===== src/rtl/adder4_bist.sv =====
// -----------------------------------------------------------------------------
// adder4_bist
//
// Built-in self test for an external 4-bit adder. The controller walks a 9-bit
// vector index through all 512 combinations of {C0, A, B}. Each vector is held
// for SETTLE cycles so the adder can settle. The returned {C4, F} is then
// compared against A+B+C0 in one CHECK cycle. Mismatches are counted, and the
// first failing index is latched.
//
// Parameter
//   SETTLE      cycles each vector is held before it is sampled (1..15)
//
// Ports
//   clk         single clock, rising edge
//   rst_n       asynchronous active-low reset
//   start       run request, honoured only in IDLE or DONE
//   A, B, C0    vector driven to the adder under test (straight from idx)
//   F, C4       sum and carry-out returned by the adder under test
//   busy        high while a run is in progress (SETTLE / CHECK)
//   done        high once all 512 vectors have been checked
//   pass        high in DONE when no vector mismatched
//   err_cnt     number of mismatching vectors (0..512, never wraps)
//   first_fail  index {C0,A,B} of the first mismatching vector
//   fail_seen   first_fail holds a valid index
//   dbg_state_o current controller state, for debug and checkers
//
// Handshake: start is a level sampled on every rising edge. A 1 seen in IDLE
// or DONE launches a fresh run. A 1 seen while busy is ignored. There is no
// ready/ack; done stays high until the next accepted start.
// -----------------------------------------------------------------------------
module adder4_bist #(
    parameter int SETTLE = 2
) (
    input  logic       clk,
    input  logic       rst_n,
    input  logic       start,
    output logic [3:0] A,
    output logic [3:0] B,
    output logic       C0,
    input  logic [3:0] F,
    input  logic       C4,
    output logic       busy,
    output logic       done,
    output logic       pass,
    output logic [9:0] err_cnt,
    output logic [8:0] first_fail,
    output logic       fail_seen,
    output logic [1:0] dbg_state_o
);

    typedef enum logic [1:0] {
        ST_IDLE   = 2'd0,
        ST_SETTLE = 2'd1,
        ST_CHECK  = 2'd2,
        ST_DONE   = 2'd3
    } state_e;

    // The wait counter runs 0..SETTLE-1 inside SETTLE. The one CHECK cycle
    // makes each vector exactly SETTLE+1 cycles long.
    localparam logic [3:0] WAIT_LAST = 4'(SETTLE - 1);
    localparam logic [8:0] IDX_LAST  = 9'd511;

    state_e     state_q;
    logic [8:0] idx_q;
    logic [3:0] wait_q;
    logic [9:0] err_cnt_q;
    logic [8:0] first_fail_q;
    logic       fail_seen_q;
    logic       busy_q;
    logic       done_q;
    logic       pass_q;

    logic [4:0] expected_sum;
    logic       mismatch;

    // The reference sum comes purely from the index register. The adder
    // response only feeds the comparator, so it never reaches A/B/C0.
    always_comb begin
        expected_sum = {1'b0, idx_q[7:4]} + {1'b0, idx_q[3:0]} + {4'd0, idx_q[8]};
        mismatch     = ({C4, F} != expected_sum);
    end

    always_ff @(posedge clk or negedge rst_n) begin
        if (!rst_n) begin
            state_q      <= ST_IDLE;
            idx_q        <= 9'd0;
            wait_q       <= 4'd0;
            err_cnt_q    <= 10'd0;
            first_fail_q <= 9'd0;
            fail_seen_q  <= 1'b0;
            busy_q       <= 1'b0;
            done_q       <= 1'b0;
            pass_q       <= 1'b0;
        end else begin
            case (state_q)
                ST_IDLE, ST_DONE: begin
                    if (start) begin
                        idx_q        <= 9'd0;
                        wait_q       <= 4'd0;
                        err_cnt_q    <= 10'd0;
                        first_fail_q <= 9'd0;
                        fail_seen_q  <= 1'b0;
                        busy_q       <= 1'b1;
                        done_q       <= 1'b0;
                        pass_q       <= 1'b0;
                        state_q      <= ST_SETTLE;
                    end
                end

                ST_SETTLE: begin
                    if (wait_q == WAIT_LAST) begin
                        state_q <= ST_CHECK;
                    end else begin
                        wait_q <= wait_q + 4'd1;
                    end
                end

                ST_CHECK: begin
                    if (mismatch) begin
                        err_cnt_q <= err_cnt_q + 10'd1;
                        if (!fail_seen_q) begin
                            first_fail_q <= idx_q;
                            fail_seen_q  <= 1'b1;
                        end
                    end
                    if (idx_q == IDX_LAST) begin
                        // pass has to include the mismatch from this final
                        // vector, which is not yet in err_cnt_q.
                        busy_q  <= 1'b0;
                        done_q  <= 1'b1;
                        pass_q  <= (err_cnt_q == 10'd0) && !mismatch;
                        state_q <= ST_DONE;
                    end else begin
                        idx_q   <= idx_q + 9'd1;
                        wait_q  <= 4'd0;
                        state_q <= ST_SETTLE;
                    end
                end

                default: state_q <= ST_IDLE;
            endcase
        end
    end

    assign C0          = idx_q[8];
    assign A           = idx_q[7:4];
    assign B           = idx_q[3:0];
    assign busy        = busy_q;
    assign done        = done_q;
    assign pass        = pass_q;
    assign err_cnt     = err_cnt_q;
    assign first_fail  = first_fail_q;
    assign fail_seen   = fail_seen_q;
    assign dbg_state_o = state_q;

endmodule


===== config.mk =====
export PLATFORM = sky130hd
export DESIGN_NAME = adder4_bist
export DESIGN_NICKNAME = d
export VERILOG_FILES = /design/src/rtl/adder4_bist.sv
export SDC_FILE = /design/constraint.sdc
export NUM_CORES = 1
export LEC_CHECK = 0
export ABC_AREA = 0
export BUFFER_PORTS_ARGS = -buffer_cell sky130_fd_sc_hd__buf_2
export CORE_UTILIZATION = 55
export DETAILED_ROUTE_END_ITERATION = 8
export GPL_TIMING_DRIVEN = 0
export MAX_ROUTING_LAYER = met4
export PLACE_DENSITY = 0.79
export SKIP_CTS_REPAIR_TIMING = 1
export SLEW_MARGIN = 30
export SYNTH_ARGS = -nofsm -noshare
export SYNTH_HDL_FRONTEND = slang
export SYNTH_SLANG_ARGS = --single-unit

===== constraint.sdc =====
create_clock -name clk -period 3.5 [get_ports clk]
set_clock_uncertainty 0.2 [all_clocks]
set_input_delay 0.175 -clock clk [delete_from_list [all_inputs] [get_ports clk]]
set_output_delay 0.175 -clock clk [all_outputs]
set_load 0.1 [all_outputs]

After elaboration in Yosys (flattened, before gate mapping)
Index checks and enable logic that the tools add are counted.
{ "op_classes": {"n_addsub": 5, "eq_ne": 13, "mux": 27, "n_reduce_logical": 12} }
{ "op_table": {"columns": ["cell", "n"], "rows": [
  ["9-bit two-way mux", 4],
  ["9-bit one-hot mux with 2 select lines", 2],
  ["10-bit two-way mux", 2],
  ["10-bit one-hot mux with 2 select lines", 1],
  ["2-bit != test, second input constant", 7],
  ["4-bit two-way mux", 3],
  ["4-bit one-hot mux with 3 select lines", 1],
  ["3-bit AND reduction", 4],
  ["10-bit by 1-bit adder with 10-bit output, second input constant", 1],
  ["10-bit zero test", 1],
  ["9-bit by 1-bit adder with 9-bit output, second input constant", 1],
  ["9-bit == test, second input constant", 1],
  ["1-bit one-hot mux with 2 select lines", 4],
  ["1-bit two-way mux", 6],
  ["2-bit two-way mux", 3],
  ["2-bit one-hot mux with 3 select lines", 1],
  ["4-bit by 4-bit adder with 5-bit output", 1],
  ["5-bit by 1-bit adder with 5-bit output", 1],
  ["5-bit != test", 1],
  ["4-bit by 1-bit adder with 4-bit output, second input constant", 1],
  ["2-bit == test, second input constant", 2],
  ["4-bit by 1-bit == test with 1-bit output, second input constant", 1],
  ["4-bit AND reduction", 1],
  ["2-bit by 1-bit == test with 1-bit output, second input constant", 1],
  ["other kinds (6)", 6]
]} }
{ "totals": {"register_bits": 38, "in_bits": 8, "out_inout_bits": 34, "wordCells": 66} }

Logic depth before layout (Yosys ltp)
{ "logic_depth": {"word_depth": 7, "ltp_mapped": 10, "ltp_nobuf": 9} }

Worst setup path after synthesis
OpenSTA, ideal clock, no wires.
{ "synth_path": {"kind": "register -> register", "start": "register idx_q[0]", "end": "register fail_seen_q (netlist: fail_seen)", "setup_ns": 0.125, "arrival_ns": 3.102, "required_ns": 3.175, "path_slack_ns": 0.073, "stages_incl_launch_ff": 8, "n_path_buf": 0, "period_less_slack_ns": 3.427, "cell_sequence": "dfrtp_1 fa_1 fa_1 xnor3_1 nand4_1 or3_4 o21ai_4 mux2_4"} }
{ "synth_via": {"elab_chain_cells": 5} }
{ "synth_rtl": {"columns": ["item", "line", "text"], "rows": [
  ["start, declared", "64", "logic [8:0] idx_q;"],
  ["start signal, assigned", "134", "idx_q <= idx_q + 9'd1;"],
  ["4-bit by 4-bit adder with 5-bit output", "79", "expected_sum = {1'b0, idx_q[7:4]} + {1'b0, idx_q[3:0]} + {4'd0, idx_q[8]};"],
  ["5-bit by 1-bit adder with 5-bit output", "79", null],
  ["5-bit != test", "80", "mismatch = ({C4, F} != expected_sum);"],
  ["2-bit != test (no source line)", null, null],
  ["3-bit AND reduction (no source line)", null, null],
  ["end signal, assigned", "90", "fail_seen_q <= 1'b0;"],
  ["end signal, assigned", "102", "fail_seen_q <= 1'b0;"],
  ["end signal, assigned", "123", "fail_seen_q <= 1'b1;"],
  ["end, declared", "68", "logic fail_seen_q;"]
]} }
No other way between the ends.
A chain may end at the register's enable or synchronous reset.

Worst setup path after layout
{ "layout_path": {"start": "register idx_q[4]", "end": "register first_fail_q[7] (netlist: first_fail[7])"} }
{ "layout_via": {"elab_chain_cells": 5} }
{ "layout_rtl": {"columns": ["item", "line", "text"], "rows": [
  ["4-bit by 4-bit adder with 5-bit output", "79", null],
  ["5-bit by 1-bit adder with 5-bit output", "79", null],
  ["5-bit != test", "80", null],
  ["2-bit != test (no source line)", null, null],
  ["4-bit AND reduction (no source line)", null, null],
  ["end signal, assigned", "122", "first_fail_q <= idx_q;"],
  ["end, declared", "67", "logic [8:0] first_fail_q;"]
]} }
No other way between the ends.

==> qor.csv <==
metric,value,unit
status,finished clean,
cpMostUsedCell,fa_1,
r2r_setup_slack,0.20,ns
overflow,0,
fp.dieH,68.0,um
multi_input_area,1300,sq um
critPathKind,reg2reg,
vias,2119,
cts_root_buf,clkbuf_8,
ios,42,
synthCells,270,
fill_cells,372,
wl_per_cell,14.6,um
power.density,450,nW/um^2
drtIter0Drc,213,
max-slew-margin-rel,0.516,
setup_viol,0,
crit_required,3.46,ns
synth_ff_type,dfrtp_1,
grt_max_degree,39,
use_met3,0.0617,
coreArea,4090,sq um
whs,0.0331,ns
grt_pass1_wl,8.94,mm
numCtsBuffers,5,
drive_gt1_frac,0.188,
die_x,68.0,um
synth_seq_area_share,0.397,
clk_pin_slew,0.07,ns
syn_area,2390,sq um
drt_wl_total,5.39,mm
start_util,0.586,
gr-usage-met2,0.423,
grt_use_met1,0.342,
max_stage_delay,0.50,ns
rr_startpoint,idx_q[4]$_DFFE_PN0P_,
min_to,busy$_DFFE_PN0P_,
antenna_left,0,
cp.arrival,3.26,ns
synth_fp_nets,292,
ys_warn_count,0,
slew_violations,0,
worst-path-buf-inv,1,
final_nets,341,
critPathLaunchType,flop,
crit_chain,fa_1 > fa_1 > a21o_1 > a21oi_1 > xor2_1 > a21oi_2 > buf_2 > o211ai_1,
rr_worst_depth,8,
io_buffers,41,
final_hold_viol_count,0,
rsz0062_at_grt,false,
timing.rr.end,first_fail[7]$_DFFE_PN0P_,
setup_tns,0,ns
gp_congestion,0.918,
cp-end-kind,flop,
tightest_slew,0.719,ns
area_growth,15.5,%
period_minus_slack,3.30,ns
drc,0,
synth_edf_count,0,
tritoncts,yes,
viasPerCell,5.73,
max_clock_freq,303,MHz
first_pass_iters,4,
die_area,4620,sq um
leakage,1.29,nW
insertion_delay,0.29,ns
hold_start,start,
finalCritPeriodShare,0.942,
ir_drop,0.000241,V
ys_ff_latch,38,
antenna_cells,0,
cap_viol_max_count,0,
slowest_stage,fa_1,
ff_latch_area,951,sq um
grt_pass1_vias,1966,
crit_family,compound AO/OA/AOI/OAI gates,
grt_usage,0.268,
h-tree-depth,2,
crit_fanout,10,
ys_types,41,
synth-async-reset-ratio,1.00,
cts_buffer_depth,2,
grt_busiest_layer,met2,
syn_area_per_cell,8.87,sq um
hpwl,3.95,mm
worstHoldPathCells,3,
hold_path_class,in2reg,
clock_sinks,38,
std_cell_rows,23,
antenna_found_initial,0,
## tightest hold or removal path, delay by kind of cell
family                 cells  cell delay, ns
buffers and inverters      1            0.12
AOI/OAI and AO/OA          2            0.20
## logic make-up after synthesis
kind of cell	Yosys count	synth area share
AOI/OAI and AO/OA	56	0.160
xor gates and xnor gates	14	0.0601
adders and majority gates	14	0.0794
buffers and inverters	36	0.0611
DFF	38	0.397
muxes	4	0.0188
and+or+nand+nor	108	0.224
## layout by cell type (no fill, tap or decap), types with 2 or more instances in the layout
master | netlist | routed
inv_1 | 22 | 22
nand3_1 | 14 | 14
a22o_1 | 2 | 2
nor3_1 | 11 | 11
mux2i_1 | 3 | 3
o211ai_1 | 17 | 17
nand4_1 | 5 | 5
dfrtp_1 | 38 | 38
nand2b_1 | 2 | 2
nor4_1 | 10 | 10
buf_1 | 2 | 2
ha_1 | 12 | 12
o21ai_0 | 7 | 7
or3_1 | 3 | 3
fa_1 | 2 | 2
xor2_1 | 9 | 9
a221o_1 | 3 | 3
and2_1 | 3 | 3
a21oi_1 | 10 | 10
clkbuf_1 | 8 | 9
buf_2 | 3 | 43
nand2_1 | 32 | 32
nor2_1 | 15 | 15
and3_1 | 9 | 9
clkbuf_8 | 0 | 6
o21ai_1 | 10 | 10
xnor2_1 | 3 | 3
## registers in the layout (all words and copies together), names as in the netlist
signal,cells
busy,1
dbg_state_o,2
done,1
err_cnt,10
fail_seen,1
first_fail,9
idx_q,9
pass,1
wait_q,4
## routing by layer
layer	vias to the layer above	wire length, um
met3	5	264
li1	1058	-
met2	63	2590
met5	-	0
met4	0	48
met1	993	2490
## stage by stage
stage | util | setup slack (ns) | area [sq um] | std cells | power [mW]
after floorplan | - | 0.0727 | 2390 | 270 | 0.859
after global placement | 0.652 | 0.307 | 2660 | 361 | 0.936
after detailed placement | 0.652 | 0.215 | 2660 | 361 | 0.943
after CTS | 0.674 | 0.203 | 2750 | 369 | 1.25
after global routing | 0.677 | 0.0308 | 2770 | 370 | 1.30
final | 0.677 | 0.204 | 2770 | 370 | 1.25
## cell type report
| type | instances | area share |
|---|---|---|
| Multi-Input combinational cell | 196 | 0.469 |
| Sequential cell | 38 | 0.344 |
| Timing Repair Buffer | 42 | 0.0787 |
| Clock buffer | 7 | 0.0312 |
| Inverter | 22 | 0.0299 |
| Buffer | 14 | 0.0231 |
| Tap cell | 50 | 0.0226 |
| Clock inverter | 1 | 0.00181 |
## synthesized netlist by cell type, drive strengths merged (3+ instances only)
cell	instances	area, sq um
o21ai	18	101
nand2	32	120
a221o	3	30.0
and3	9	56.3
nor4	10	62.6
ha	12	150
inv	22	82.6
mux2i	3	30.0
and2	3	18.8
dfrtp	38	951
or3	4	30.0
xor2	9	78.8
buf	6	33.8
o211ai	17	128
nor3	12	65.1
xnor2	4	42.6
nand3	14	70.1
a21oi	11	58.8
clkbuf	8	30.0
nor2	15	56.3
nand4	5	31.3
## worst max path at each step
stage                    startpoint                        end  slack (ns)  cells after the start
4_1_cts        idx_q[4]$_DFFE_PN0P_  first_fail[7]$_DFFE_PN0P_        0.20                      8
5_1_grt        idx_q[4]$_DFFE_PN0P_  first_fail[4]$_DFFE_PN0P_        0.03                      8
2_1_floorplan  idx_q[0]$_DFFE_PN0P_      fail_seen$_DFFE_PN0P_        0.07                      7
6_report       idx_q[4]$_DFFE_PN0P_  first_fail[7]$_DFFE_PN0P_        0.20                      8
3_5_place_dp   idx_q[4]$_DFFE_PN0P_  first_fail[4]$_DFFE_PN0P_        0.22                      8
3_3_place_gp   idx_q[4]$_DFFE_PN0P_  first_fail[5]$_DFFE_PN0P_        0.31                      8
## power by group
group / switching [mW] / internal [mW] / leakage (nW)
Clock: 0.151 / 0.159 / 0.0482
Sequential: 0.0594 / 0.474 / 0.498
Combinational: 0.332 / 0.0700 / 0.740
Power figures use the tool's default switching activity.
